<file path="src/rtl/load_align_unit.sv">
// Load alignment unit: issues dmem word reads for LB/LBU/LH/LHU/LW and returns the
// extracted, sign/zero-extended data; loads straddling a word boundary take two beats.
module load_align_unit #(
   parameter int ADDR_W           = 14,
   parameter bit ALLOW_MISALIGNED = 1'b1
) (
   input  logic              clk,
   input  logic              rst,
   input  logic              req_valid,
   output logic              req_ready,
   input  logic [31:0]       req_addr,
   input  logic [1:0]        req_size,
   input  logic              req_signed,
   output logic              mem_en,
   output logic [ADDR_W-1:0] mem_addr,
   input  logic [31:0]       mem_dout,
   output logic              rsp_valid,
   output logic [31:0]       rsp_data,
   output logic              stall,
   output logic              misaligned_fault
);

   typedef enum logic [1:0] {IDLE, ISSUED, SPLIT} state_t;

   localparam logic [ADDR_W-1:0] ONE = ADDR_W'(1);

   state_t              state;
   logic [1:0]          off_q;
   logic [1:0]          size_q;
   logic                signed_q;
   logic                merge_q;
   logic                fault_q;
   logic [ADDR_W-1:0]   waddr_q;
   logic [31:0]         beat0_q;
   logic [31:0]         last_q;

   logic [1:0]          off;
   logic [2:0]          nbytes;
   logic                straddle;
   logic                accept;
   logic [ADDR_W-1:0]   waddr;
   logic [63:0]         window;
   logic [31:0]         field;
   logic [31:0]         extended;
   logic [31:0]         result;
   logic                unused_addr_bits;

   assign off              = req_addr[1:0];
   assign waddr            = req_addr[ADDR_W+1:2];
   assign unused_addr_bits = ^req_addr[31:ADDR_W+2];

   always_comb begin
      case (req_size)
         2'd0:    nbytes = 3'd1;
         2'd1:    nbytes = 3'd2;
         default: nbytes = 3'd4;
      endcase
   end

   assign straddle  = ({1'b0, off} + nbytes) > 3'd4;
   assign req_ready = (state != SPLIT);
   // Gate acceptance with reset so no read is launched while the unit is held in reset.
   assign accept    = rst & req_valid & req_ready;
   assign stall     = (state == SPLIT);

   assign mem_en   = (state == SPLIT) | accept;
   assign mem_addr = (state == SPLIT) ? (waddr_q + ONE) : (accept ? waddr : '0);

   // The second beat is the high word of the window; single-beat reads leave it zero.
   assign window = merge_q ? {mem_dout, beat0_q} : {32'd0, mem_dout};
   assign field  = 32'(window >> {off_q, 3'b000});

   always_comb begin
      case (size_q)
         2'd0:    extended = {{24{signed_q & field[7]}}, field[7:0]};
         2'd1:    extended = {{16{signed_q & field[15]}}, field[15:0]};
         default: extended = field;
      endcase
   end

   assign result           = fault_q ? 32'd0 : extended;
   assign rsp_valid        = (state == ISSUED);
   assign rsp_data         = rsp_valid ? result : last_q;
   assign misaligned_fault = rsp_valid & fault_q;

   // Request capture and beat sequencing; SPLIT always hands over to ISSUED to merge beat1.
   always_ff @(posedge clk or negedge rst) begin
      if (!rst) begin
         state    <= IDLE;
         off_q    <= '0;
         size_q   <= '0;
         signed_q <= 1'b0;
         merge_q  <= 1'b0;
         fault_q  <= 1'b0;
         waddr_q  <= '0;
         beat0_q  <= '0;
         last_q   <= '0;
      end else if (state == SPLIT) begin
         beat0_q <= mem_dout;
         merge_q <= 1'b1;
         state   <= ISSUED;
      end else begin
         if (rsp_valid) begin
            last_q <= result;
         end
         if (accept) begin
            off_q    <= off;
            size_q   <= req_size;
            signed_q <= req_signed;
            waddr_q  <= waddr;
            merge_q  <= 1'b0;
            fault_q  <= straddle & !ALLOW_MISALIGNED;
            state    <= (straddle && ALLOW_MISALIGNED) ? SPLIT : ISSUED;
         end else begin
            state <= IDLE;
         end
      end
   end

endmodule

</file>
<file path="config.mk">
export PLATFORM = sky130hd
export DESIGN_NAME = load_align_unit
export DESIGN_NICKNAME = d
export VERILOG_FILES = /design/src/rtl/load_align_unit.sv
export SDC_FILE = /design/constraint.sdc
export NUM_CORES = 1
export LEC_CHECK = 0
export ABC_CLOCK_PERIOD_IN_PS = 2000
export CORE_ASPECT_RATIO = 1.2
export CORE_MARGIN = 8
export CORE_UTILIZATION = 34
export DETAILED_ROUTE_END_ITERATION = 6
export PLACE_DENSITY_LB_ADDON = 0.12
export SLEW_MARGIN = 20
export SYNTH_ARGS = -nofsm -noshare
export SYNTH_HDL_FRONTEND = slang
export SYNTH_SLANG_ARGS = --single-unit
</file>
<file path="constraint.sdc">
create_clock -name clk -period 2 [get_ports clk]
set_clock_uncertainty 0.05 [all_clocks]
set_input_delay 0.4 -clock clk [delete_from_list [all_inputs] [get_ports clk]]
set_output_delay 0.4 -clock clk [all_outputs]
set_load 0.02 [all_outputs]
</file>
==> impl.org, run 1 <==
** Critical path
- STA puts the critical path data required time at between 1.5 and 2 ns.
- The largest individual stage delay along the critical path comes from the cell sky130_fd_sc_hd__dfrtp_2.
- Maximum fanout encountered on the critical timing path :: 8
- STA puts the critical path data arrival time at around 2.3 ns.
- Category of cells accounting for the largest share of critical-path delay :: compound AO/OA/AOI/OAI gates
- By startpoint and endpoint, the worst setup path is classified as reg -> out.
- Cells traversed along the worst timing path :: buf_12, buf_12, mux2_4, a22oi_2, o22ai_2, a22oi_2, nand2_1, buf_6
- Startpoint kind of the worst setup timing path :: register
- The largest single stage delay on the critical path is approximately 0.44 ns.
- Buffers plus inverters on the worst setup path :: 3
- STA classifies the critical path endpoint as an output pin.

** Place
- Number of port buffers :: slightly above 100
- After detailed placement, the total cell area comes to 7470 um2.
- Global placer's final weighted congestion :: a little under 0.9
- Estimated wirelength of the detail-placed design :: 13,200 um

** Power and ir drop
- Fraction of power consumed by the clock network :: 0.211
- Power per cell area :: 1080 nW/um2
- Comb power frac :: 0.504
- Of the total power, the share spent switching nets is 0.371.
- The analysis attributes to cell leakage a power of around 4 nW.
- Internal power contribution :: around 0.0059 W
- Of the total power, registers draw 0.285.
- Maximum ir drop on the vdd rail :: 0.487 mV
- Total net switching power :: 0.00347 W

** Cells and area
- Nets :: approximately 900
- Core Util, Final :: 0.586
- Antenna diodes :: 0
- Filler Cells Inserted :: around 1,300
- In the final layout, the share of cells above drive strength 1 is 0.469.
- The area growth from synthesis to layout is 70.7%.
- Post-route design area :: 8690 um2

** Synth
- In the synthesized netlist the async set-or-reset flop fraction comes to 1.00.
- Cell area after synthesis :: a little over 5000 um2
- Dominant cells by area after synthesis :: sky130_fd_sc_hd__dfrtp_1 (42%), sky130_fd_sc_hd__nand2_1 (14%), sky130_fd_sc_hd__mux4_2 (4.0%)
- Unique cell type count in the Yosys netlist :: between 40 and 50
- Leading cell type by number of instances after synthesis :: sky130_fd_sc_hd__nand2_1
- Synthesis handed over a netlist of 595 instances.
- The commonest cells after synthesis are sky130_fd_sc_hd__nand2_1 (196), sky130_fd_sc_hd__dfrtp_1 (86), sky130_fd_sc_hd__o21ai_0 (38).
- Area share of the leading cell type in the synthesized netlist :: 0.423
- For this run, the number of Yosys warnings is 0.
- Leading area contributor after synthesis :: sky130_fd_sc_hd__dfrtp_1
- Post-synthesis sequential area ratio :: 0.423
- Main synth FF type :: sky130_fd_sc_hd__dfrtp_1
- In this run, synthesis produced a sequential element count of between 80 and 90.
- Synthesized area divided by synthesized cell count :: 8.56 um2
- The number of nets handed over by synthesis was 668.
- In this run, synthesis inferred 0 flip-flops with an integrated enable.

** Global routing
- For this run, the total global-route usage over all layers was measured as 0.199.
- Maximum number of pins on one net before global-route repair :: 46
- The number of global-route vias before repair is roughly 5,600.
- The number of antenna violations at the first check in global routing is 0.
- Remaining Overflow, GRT :: 0
- First-pass GRT wire length :: approximately 30,000 um

** Timing
- Minimum clock period :: 2.73 ns
- Setup repair after global routing could not meet its margin everywhere.
- Max Clk Rate :: about 0.37 GHz
- Setup violations remaining at the end of the flow were counted as slightly above 60.
- Worst Slack Setup Final :: -0.727 ns
- Slew margin rel. :: 0.593
- In the finished design, the share of the clock period the worst path needs comes to 1.36.
- Total count of hold-check failures in the final report :: 0
- At the pin with the least slew margin, the transition time is 0.611 ns.
- Accumulated negative setup slack :: -21.19 ns
- The final-report max-slew violation count is 0.

** Routing
- The first routing iteration left 330 violations.
- Sum of routed wire length over all layers :: roughly 18,000 um
- The final route contains around 5,200 vias.
- After detailed routing, the average wire length per cell comes to approximately 18 um.
- In the routed layout, each cell is associated on average with a via count of 5.05.
- Final ANT Viol Nets :: 0
- DR DRC count :: 0
- The first TritonRoute pass finished after 5 iterations.

** CTS
- Counting along the longest clock path gives a buffer depth of 2.
- TritonCTS built the clock tree.
- The clock reaches the later pin of the worst-skew pair after ~0.35 ns.
- The tree is rooted in a sky130_fd_sc_hd__clkbuf_16.
- Clock tree synthesis inserted a total of 9 buffers.
- Clock-pin slew was measured on the worst setup and hold paths at roughly 0.070 ns.
- Sink Count :: 86
- CTS H-tree depth :: 3

** Hold path
- The tightest min-delay check is of the in -> async type.

** Flow run
- Max-Cap Viols :: 0

** Status
- Status :: finished, violations left
- The final reports fail on negative setup slack.

** Die
- Row Count :: between 40 and 50
- Num ports :: about 120
- Width of the die :: 128 um
- The total area inside the core boundary comes to between 10,000 and 15,000 um2.
- Initial Util :: 0.343
- Area of the die :: approximately 19,000 um2
- Vertical die dimension :: roughly 150 um
timing repair:
action | CTS | global route
cloned | 3 | 0
gates resized for setup | 389 | 80
buffers inserted | 19 | 11
setup endpoints to repair | 59 | 70
hold buffers | 0 | 0
pin swaps | 39 | 34
cells by family (layout without fill, tap and decap cells):
logic type | Yosys count | count (layout) | synth area share
simple gates | 260 | 260 | 0.209
compound gates | 137 | 137 | 0.174
flops | 86 | 86 | 0.423
buf+inv | 52 | 288 | 0.0519
mux | 43 | 43 | 0.110
xor+xnor | 13 | 13 | 0.0224
fa+ha+maj | 3 | 3 | 0.00885
other cells | 1 | 1 | 0.000737
through the flow:
stage | hold WS [ns] | std cells | power (W) | worst slack (ns)
floorplan | 0.0544 | 595 | 0.00482 | -0.119
finish | 0.126 | 1035 | 0.00935 | -0.727
global placement | 0.408 | 1003 | 0.00665 | -1.05
CTS | 0.140 | 1034 | 0.00923 | -0.689
global route | 0.174 | 1035 | 0.00988 | -0.795
detailed placement | 0.417 | 1003 | 0.00673 | -1.04
cell usage in the layout (no fill, tap or decap), drive strengths merged, types with 4 or more instances in the layout:
cell           instances
a211oi                22
nand3                  7
o22ai                  7
o21ai                 39
mux4                   9
nor2b                  9
a21oi                 22
xnor2                  6
inv                    7
mux2                  15
nand2                196
dfrtp                 86
clkbuf                10
mux2i                 19
clkdlybuf4s50         49
xor2                   7
dlygate4sd2            4
buf                  209
a22oi                 23
o211ai                18
nor2                  33
area by class of cell:
| class | instances | area, um2 | area share |
|---|---|---|---|
| tap | 204 | 255 | 0.0294 |
| inverter | 8 | 35.0 | 0.00403 |
| timing repair buffer | 264 | 2500 | 0.287 |
| sequential | 86 | 2160 | 0.248 |
| clock buffer | 9 | 225 | 0.0259 |
| multi-input combinational | 457 | 3400 | 0.391 |
| clock inverter | 7 | 123 | 0.0141 |
path summary, 6_finish.rpt:
check	start	end	slack [ns]	cells after the start
min reg2reg	beat0_q[4]	beat0_q[4]	0.44	2
max	off_q[0]	rsp_data[30]	-0.73	8
min in group clk	beat0_q[4]	beat0_q[4]	0.44	2
max reg2reg	off_q[0]	last_q[18]	-0.10	10
max in group asynchronous	rst	off_q[0]	0.71	3
min	rst	last_q[7]	0.13	2
sequential cells by signal, indices dropped and copies added, names as in the netlist:
name      flops
merge_q       1
off_q         2
waddr_q      14
size_q        2
signed_q      1
beat0_q      32
state         2
last_q       32
routing by layer:
layer	routed length, um	part of all wire	vias up	global-route usage
li1	-	-	2529	-
met1	7800	0.42	2564	0.237
met2	9410	0.51	122	0.351
met3	928	0.050	14	0.0399
met4	252	0.014	0	0.0631
met5	0	0	-	0
power groups by stage:
stage	registers (W)	logic (W)	clock network [W]
after floorplan	0.00257	0.00225	0
after global placement	0.00261	0.00404	0
after detailed placement	0.00265	0.00409	0
after CTS	0.00264	0.00458	0.00201
after global routing	0.00273	0.00508	0.00207
final	0.00266	0.00471	0.00198
Note: power is estimated with default switching activity, not from simulation.
==> run 2: changes to the inputs <==
--- a/config.mk
+++ b/config.mk
@@ -11,6 +11,7 @@
 export CORE_UTILIZATION = 34
 export DETAILED_ROUTE_END_ITERATION = 6
 export PLACE_DENSITY_LB_ADDON = 0.12
+export SKIP_LAST_GASP = 1
 export SLEW_MARGIN = 20
 export SYNTH_ARGS = -nofsm -noshare
 export SYNTH_HDL_FRONTEND = slang
==> run 2 against run 1 <==
  * Register-to-register slack better by 0.12 ns
  * The run still ends with negative setup slack left
  * Global-route usage is 0.20 points lower
  * Via count is 0.40% lower
  * Largest cell class unchanged
  * Critical path type unchanged
  * Final cell count is 0.19% lower
  * Clock-buffer cell count stayed put
==> impl.org, run 2 (synthesis gave the netlist of run 1 again) <==
** Global routing
- The largest net degree at the start of global routing came to 46 (unchanged).
- The number of antenna violations at the first check in global routing was 0 (unchanged).
- The total routing resource utilization after global routing was 0.197 (-0.00195).
- The number of global-route vias before repair came to 5,603 (-0.78%).
- Remaining Overflow, GRT :: 0 (unchanged)
- First-pass GRT wire length :: 29,600 um (-0.90%)

** Timing
- The relative slew slack came to 0.602 (+0.00933).
- The share of the clock period used by the worst path came to 1.32 (-0.0464).
- The final critical path time including I/O delays and setup was 2.63 ns (-0.0927 ns).
- Total count of hold-check failures in the final report :: 0 (unchanged)
- Max Clk Rate :: 0.380 GHz (+3.5%)
- The final critical-path setup slack was -0.635 ns (+0.0927 ns).
- Final-report max-slew violation count :: 0 (unchanged)
- Setup repair after global routing missed its margin :: yes
- The number of failing setup endpoints in the final timing report is 46 (-25%).
- Worst-Margin Slew :: 0.597 ns (-0.0140 ns)

** CTS
- Number of buffers on the longest clock path :: 2 (unchanged)
- Clock latency on the worst-skew pair :: 0.35 ns (about the same)
- The total clock sinks came to 86 (unchanged).
- In this run the clock root is driven by a sky130_fd_sc_hd__clkbuf_16.
- The count of H-tree levels built during CTS was 3 (unchanged).
- Post-CTS clock slew at the launch and capture registers of the worst setup and hold paths :: 0.06 ns (about the same)
- Clock tree from TritonCTS :: done
- Number of buffers added by the clock tree synthesis step :: 9 (unchanged)

** Die
- The horizontal die dimension is 128 um (unchanged).
- The die area was 19,200 um2 (unchanged).
- Vertical die dimension :: 150 um (unchanged)
- The number of standard-cell rows in the floorplan came to 49 (unchanged).
- Num ports :: 121 (unchanged)
- CORE AREA :: 14,800 um2 (unchanged)
- The initial core utilization came to 0.343 (unchanged).

** Critical path
- Data arrival time of the critical path :: 2.18 ns (-0.10 ns)
- Category of the most critical setup path :: reg -> out
- The largest fanout on the critical path was 5 (-3).
- In this run the critical register-to-register path is launched from off_q[1].
- Startpoint kind of the worst setup timing path :: register
- Launch point of the worst path :: off_q[0]
- CP Data Required Time :: 1.55 ns (about the same)
- STA classifies the critical path endpoint as an output pin.

** Status
- Status :: finished, violations left
- Failing checks :: negative setup slack

** Routing
- Sum of routed wire length over all layers :: 18,400 um (+0.27%)
- Final ANT Viol Nets :: 0 (unchanged)
- DR DRC count :: 0 (unchanged)
- The detailed-route wire length per cell came to 17.9 um (+0.46%).
- The total via count in the routed design came to 5,208 (-0.40%).
- Count of routing violations after the opening detailed-route iteration :: 289 (-12%)
- The number of iterations in the first detailed-routing pass was 4 (-1).
- The vias per cell came to 5.04 (-0.21%).

** Power and ir drop
- The power per cell area was 1080 nW/um2 (+0.21%).
- Static leakage :: 3.96 nW (-1.0%)
- The worst ir drop on vdd came to 0.470 mV (-3.4%).

** Flow run
- Max-Cap Viols :: 0 (unchanged)

** Cells and area
- Post-route design area :: 8580 um2 (-1.3%)
- Commonest non-fill, non-tap cell in the layout :: sky130_fd_sc_hd__nand2_1
- Leading cell types in the layout, fill and taps excluded :: sky130_fd_sc_hd__nand2_1 (178), sky130_fd_sc_hd__buf_4 (150), sky130_fd_sc_hd__dfrtp_1 (84)
- Nets :: 897 (-0.22%)
- Antenna diodes :: 0 (unchanged)
- The post-route core utilization came to 0.578 (-0.00767).
- Area grow syn2layout :: 68.5%
- Sequential cell area :: 2150 um2 (about the same)
- In the final layout, the registers with the most flip-flops are beat0_q (32), last_q (32), waddr_q (14).
- The final-layout fill cell count came to 1,358 (+2.3%).
- Share of post-route cells with drive strength above 1 :: 0.456 (-0.0133)
- Multi-input gate area :: 3340 um2 (-1.7%)

** Place
- The routability congestion estimate from global placement was 0.878 (unchanged).
- The post-DP HPWL came to 13,200 um (unchanged).
- Number of port buffers :: 103 (unchanged)
- Post-placement setup slack :: -1.04 ns (unchanged)
- The post-place instance area came to 7470 um2 (unchanged).

** Hold path
- Hold/Removal Path Class :: in -> async
[run 2: path summary, 6_finish.rpt]
| kind | to | slack, ns | depth (start not counted) |
|---|---|---|---|
| setup / recovery | rsp_data[9] | -0.63 | 9 |
| hold / removal | last_q[7] | 0.13 | 2 |
| setup reg to reg | last_q[18] | 0.02 | 8 |
| hold reg to reg | beat0_q[1] | 0.43 | 2 |
| max in group asynchronous | off_q[0] | 0.71 | 3 |
| min in group clk | beat0_q[1] | 0.43 | 2 |
[run 2: cell type report]
type	count	share of cell area
multi-input combinational	457	0.390
timing repair buffer	262	0.285
sequential	86	0.251
tap	204	0.0298
clock buffer	9	0.0263
clock inverter	7	0.0143
inverter	8	0.00408
[run 2: metrics by stage]
step	power [W]	TNS, ns	instances	hold slack [ns]
after floorplan	0.00482	-2.00	595	0.0544
after global placement	0.00665	-45.55	1003	0.408
after detailed placement	0.00673	-47.33	1003	0.417
after CTS	0.00913	-22.20	1034	0.140
after global routing	0.00979	-23.88	1033	0.173
final	0.00924	-19.24	1033	0.126
[run 2: power by group]
group / switching [W] / internal [W] / total, W
logic: 0.00235 / 0.00227 / 0.00462
registers: 0.000333 / 0.00232 / 0.00265
clock network: 0.000746 / 0.00123 / 0.00197
[run 2: what timing repair did]
action,in CTS,in global routing
setup endpoints to repair,59,70
gates resized for setup,353,81
hold buffers,0,0
cloned,3,1
pin swaps,36,34
setup buffers,19,8
[run 2: layer usage]
metal | GRT usage | up-vias | routed length [um]
met1 | 0.235 | 2539 | 7610
met5 | 0 | - | 0
met2 | 0.343 | 128 | 9420
li1 | - | 2519 | -
met3 | 0.0424 | 22 | 1080
met4 | 0.0673 | 0 | 344
[run 2: worst max-delay path, cell delays in order, from the launching register on]
cell	delay, ns
sky130_fd_sc_hd__dfrtp_2	0.40
sky130_fd_sc_hd__buf_12	0.15
sky130_fd_sc_hd__buf_12	0.12
sky130_fd_sc_hd__mux2_2	0.34
sky130_fd_sc_hd__a22oi_2	0.23
sky130_fd_sc_hd__nor2_1	0.06
sky130_fd_sc_hd__o21ai_1	0.16
sky130_fd_sc_hd__buf_4	0.16
sky130_fd_sc_hd__a21oi_4	0.06
sky130_fd_sc_hd__buf_6	0.14
==> run 3: changes to the inputs <==
--- a/config.mk
+++ b/config.mk
@@ -5,6 +5,7 @@
 export SDC_FILE = /design/constraint.sdc
 export NUM_CORES = 1
 export LEC_CHECK = 0
+export ABC_AREA = 1
 export ABC_CLOCK_PERIOD_IN_PS = 2000
 export CORE_ASPECT_RATIO = 1.2
 export CORE_MARGIN = 8
==> run 3 against run 2 <==
  * The flow still finishes with violations (negative setup slack)
  * Synthesized area up 9.9%
  * Sequential power down 2%
  * Clock power down 7%
  * Worst hold slack worse by 0.0050 ns
  * Register-to-register slack worse by 0.10 ns
  * Synthesized cell count up 40%
  * Largest cell class unchanged
==> impl.org, run 3 <==
** Synth
- Flip-flop and latch count after synthesis :: 86 (unchanged)
- The sequential fraction of the synthesis area is 0.385 (-0.0379).
- Synthesized instance count :: 832 (+40%)
- Ranked by total cell area, the synthesized netlist is headed by sky130_fd_sc_hd__dfrtp_1 (38%), sky130_fd_sc_hd__nand2_1 (20%), sky130_fd_sc_hd__nand3_1 (9.3%).
- Count of yosys warnings during synthesis :: 0 (unchanged)
- Cell area after synthesis :: 5590 um2 (+9.9%)
- Total nets after synthesis :: 905 (+35%)
- Leading cell type by number of instances after synthesis :: sky130_fd_sc_hd__nand2_1
- Share of flip-flops with an asynchronous set or reset after synthesis :: 1.00 (unchanged)
- Summed over all instances, the cell type with the most area after synthesis is sky130_fd_sc_hd__dfrtp_1.
- The post-synthesis average cell area is 6.72 um2 (-21%).
- The commonest cells after synthesis are sky130_fd_sc_hd__nand2_1 (305), sky130_fd_sc_hd__nand3_1 (104), sky130_fd_sc_hd__dfrtp_1 (86).
- The post-synthesis cell type count came to 32 (-24%).
- The fraction of post-synthesis cell area in the top cell type by area came to 0.385 (-0.0379).
- In the synthesized netlist the dominant register cell turns out to be sky130_fd_sc_hd__dfrtp_1.
- The number of enable-type register cells in the synthesized netlist came to 0 (unchanged).

** Cells and area
- The area of combinational cells with multiple inputs came to 3420 um2 (+2.3%).
- The final layout net count was 1,154 (+29%).
- Sequential cell area :: 2160 um2 (about the same)
- The fraction of final layout cells with drive strength greater than 1 is 0.378 (-0.0784).
- Leaving out fill and tap cells, the most frequent cell in the layout is sky130_fd_sc_hd__nand2_1.
- Compared with the post-synthesis result, the final layout area differs by 66.5%.
- In the layout the commonest cells are sky130_fd_sc_hd__nand2_1 (258), sky130_fd_sc_hd__buf_4 (147), sky130_fd_sc_hd__dfrtp_1 (83).
- The count of antenna diodes in the layout was 0 (unchanged).
- Leading registers by flop count :: beat0_q (32), last_q (32), waddr_q (14)
- Filler Cells Inserted :: 1,537 (+13%)

** Routing
- The number of iterations in the first detailed-routing pass was 5 (+1).
- The count of antenna-violating nets left after detailed routing came to 0 (unchanged).
- The count of unresolved DRC violations after routing is 0 (unchanged).
- The total wirelength of the detailed-routed design was 21,000 um (+14%).
- Mean number of vias per cell :: 4.75 (-5.8%)
- The detailed-route wire length per cell is 16.2 um (-9.5%).
- Via count of the routed design :: 6,162 (+18%)
- Count of routing violations after the opening detailed-route iteration :: 334 (+16%)

** Power and ir drop
- Power per cell area :: 989 nW/um2 (-8.2%)
- Total power after layout :: 0.00921 W (-0.37%)
- Static leakage :: 4.67 nW (+18%)
- Maximum ir drop on the vdd rail :: 0.410 mV (-13%)

** CTS
- Number of buffers on the longest clock path :: 2 (unchanged)
- TritonCTS built the clock tree.
- The count of H-tree levels built during CTS is 3 (unchanged).
- The number of buffers added by the clock tree synthesis step came to 9 (unchanged).
- Hold-fix buffers at CTS :: 0 (unchanged)
- Clock latency on the worst-skew pair :: 0.35 ns (about the same)
- Root Buffer Master :: sky130_fd_sc_hd__clkbuf_16
- The register clock-pin slew on the reported worst setup and hold paths is 0.06 ns (about the same).
- The total clock sinks is 86 (unchanged).

** Global routing
- Remaining Overflow, GRT :: 0 (unchanged)
- The wire length of the first global-routing pass is 31,600 um (+6.5%).
- Via count of the first global-routing pass :: 6,056 (+8.1%)
- The total routing resource utilization after global routing is 0.190 (-0.00658).
- The number of antenna violations at the first check in global routing was 0 (unchanged).
- The largest net degree at the start of global routing was 52 (+13%).

** Place
- The count of buffers inserted at the top-level ports is 103 (unchanged).
- Global placer's final weighted congestion :: 0.835 (-4.9%)
- Estimated wirelength of the detail-placed design :: 13,700 um (+4.4%)

** Die
- The number of standard-cell rows in the floorplan is 51 (+4.1%).
- The area of the core came to 16,100 um2 (+8.8%).
- The die area is 20,800 um2 (+8.7%).
- Vertical die dimension :: 156 um (+4.3%)
- Num ports :: 121 (unchanged)
- Initial Util :: 0.346 (+0.00329)
- Width of the die :: 133 um (+4.2%)

** Timing
- Worst-Margin Slew :: 0.717 ns (+0.120 ns)
- The relative slew slack was 0.522 (-0.0799).
- The share of the clock period used by the worst path came to 1.29 (-0.0289).
- The final critical-path setup slack is -0.577 ns (+0.0579 ns).
- Final-report setup violation count :: 48 (+4.3%)
- Max Clk Rate :: 0.388 GHz (+2.2%)
- The final-report max-slew violation count was 0 (unchanged).
- The final critical path time including I/O delays and setup is 2.58 ns (-0.0579 ns).
- Setup repair after global routing could not meet its margin everywhere.
- Total count of hold-check failures in the final report :: 0 (unchanged)
- The worst hold slack is 0.121 ns (-0.00496 ns).

** Status
- The flow ran to the end, but the final reports show violations.
- Failing checks :: negative setup slack

** Critical path
- The arrival time reported for the critical path endpoint is 2.13 ns (-0.05 ns).
- The largest fanout on the critical path is 6 (+1).
- Tracing the worst setup path back leads to its startpoint at merge_q.
- The worst setup path is launched from a register.
- Category of the most critical setup path :: reg -> out
- CP Data Required Time :: 1.55 ns (about the same)
- The startpoint identified for the worst register-to-register timing path is merge_q.
- The reg-to-reg setup timing slack is -0.08 ns (-0.10 ns).
- The worst setup path is captured at an output pin.

** Hold path
- Hold/Removal Path Class :: in -> async

** Flow run
- Max-Cap Viols :: 0 (unchanged)
==> run 3: cell count changes after synthesis, sizes merged, moves of 17 or more <==
cell / previous run / this run
a22oi: 23 / 0
inv: 7 / 82
mux2i: 19 / 0
buf: 17 / 34
nand2: 196 / 308
nand3: 7 / 111
o21ai: 39 / 71
a211oi: 22 / 0
==> run 3: cell type report <==
cell class	count	area share
flip-flops and latches	86	0.232
repair buffers	286	0.303
clock buffers	10	0.0246
clock inverters	6	0.00927
inverters	82	0.0352
repair inverters	1	0.000941
well taps	212	0.0285
multi-input cells	615	0.367
==> run 3: timing repair <==
item	in CTS	in global routing
gates resized for setup	264	231
endpoints found under the hold margin	0	0
endpoints found under the setup margin	51	51
buffers inserted	14	23
pin swaps	14	48
cloned	3	12
==> run 3: final timing paths <==
kind	to	cells past startpoint
worst max register to register	last_q[18]	13
worst min register to register	beat0_q[29]	2
max in group asynchronous	beat0_q[15]	3
worst min-delay path	beat0_q[18]	2
worst max-delay path	rsp_data[20]	11
min in group clk	beat0_q[29]	2
==> run 3: kinds of logic (layout without fill, tap and decap cells) <==
group                    after synthesis  count (layout)  share of synthesized area
XOR/XNOR                               2               2                    0.00313
adder cells (fa/ha/maj)                3               3                    0.00805
AND/OR/NAND/NOR                      490             492                      0.373
buffers and inverters                133             385                      0.116
other                                  1               1                   0.000670
flip-flops                            86              86                      0.385
AO/OA/AOI/OAI                        117             117                      0.115
==> run 3: power breakdown <==
group          internal, W  switching [W]  leakage [nW]
clock network      0.00109       0.000735         0.152
logic              0.00226        0.00254          3.48
registers          0.00231       0.000280          1.04
==> run 3: critical path, cell delays in order, from the launching register on <==
cell                      delay [ns]
sky130_fd_sc_hd__dfrtp_2        0.52
sky130_fd_sc_hd__buf_12         0.19
sky130_fd_sc_hd__buf_8          0.13
sky130_fd_sc_hd__nand2_2        0.06
sky130_fd_sc_hd__nand3_2        0.10
sky130_fd_sc_hd__nand3_4        0.12
sky130_fd_sc_hd__nand4_4        0.12
sky130_fd_sc_hd__buf_4          0.19
sky130_fd_sc_hd__nand3_2        0.05
sky130_fd_sc_hd__nand2_1        0.06
sky130_fd_sc_hd__inv_1          0.06
sky130_fd_sc_hd__buf_2          0.16
==> run 3: layer usage <==
layer | GRT usage | up-vias | part of all wire
met4 | 0.0623 | 0 | 0.025
met2 | 0.310 | 163 | 0.47
li1 | - | 3153 | -
met3 | 0.0459 | 21 | 0.059
met1 | 0.242 | 2825 | 0.44
met5 | 0 | - | 0
==> run 3: metrics by stage <==
| step | utilization | instance area (um2) | setup slack, ns | TNS [ns] | std cells |
|---|---|---|---|---|---|
| floorplan | - | 5590 | 0.0253 | 0 | 832 |
| global placement | 0.478 | 7720 | -0.895 | -32.99 | 1236 |
| detailed placement | 0.478 | 7720 | -0.870 | -33.80 | 1236 |
| CTS | 0.519 | 8380 | -0.605 | -19.76 | 1269 |
| global route | 0.577 | 9310 | -0.685 | -24.36 | 1298 |
| finish | 0.577 | 9310 | -0.577 | -19.65 | 1298 |
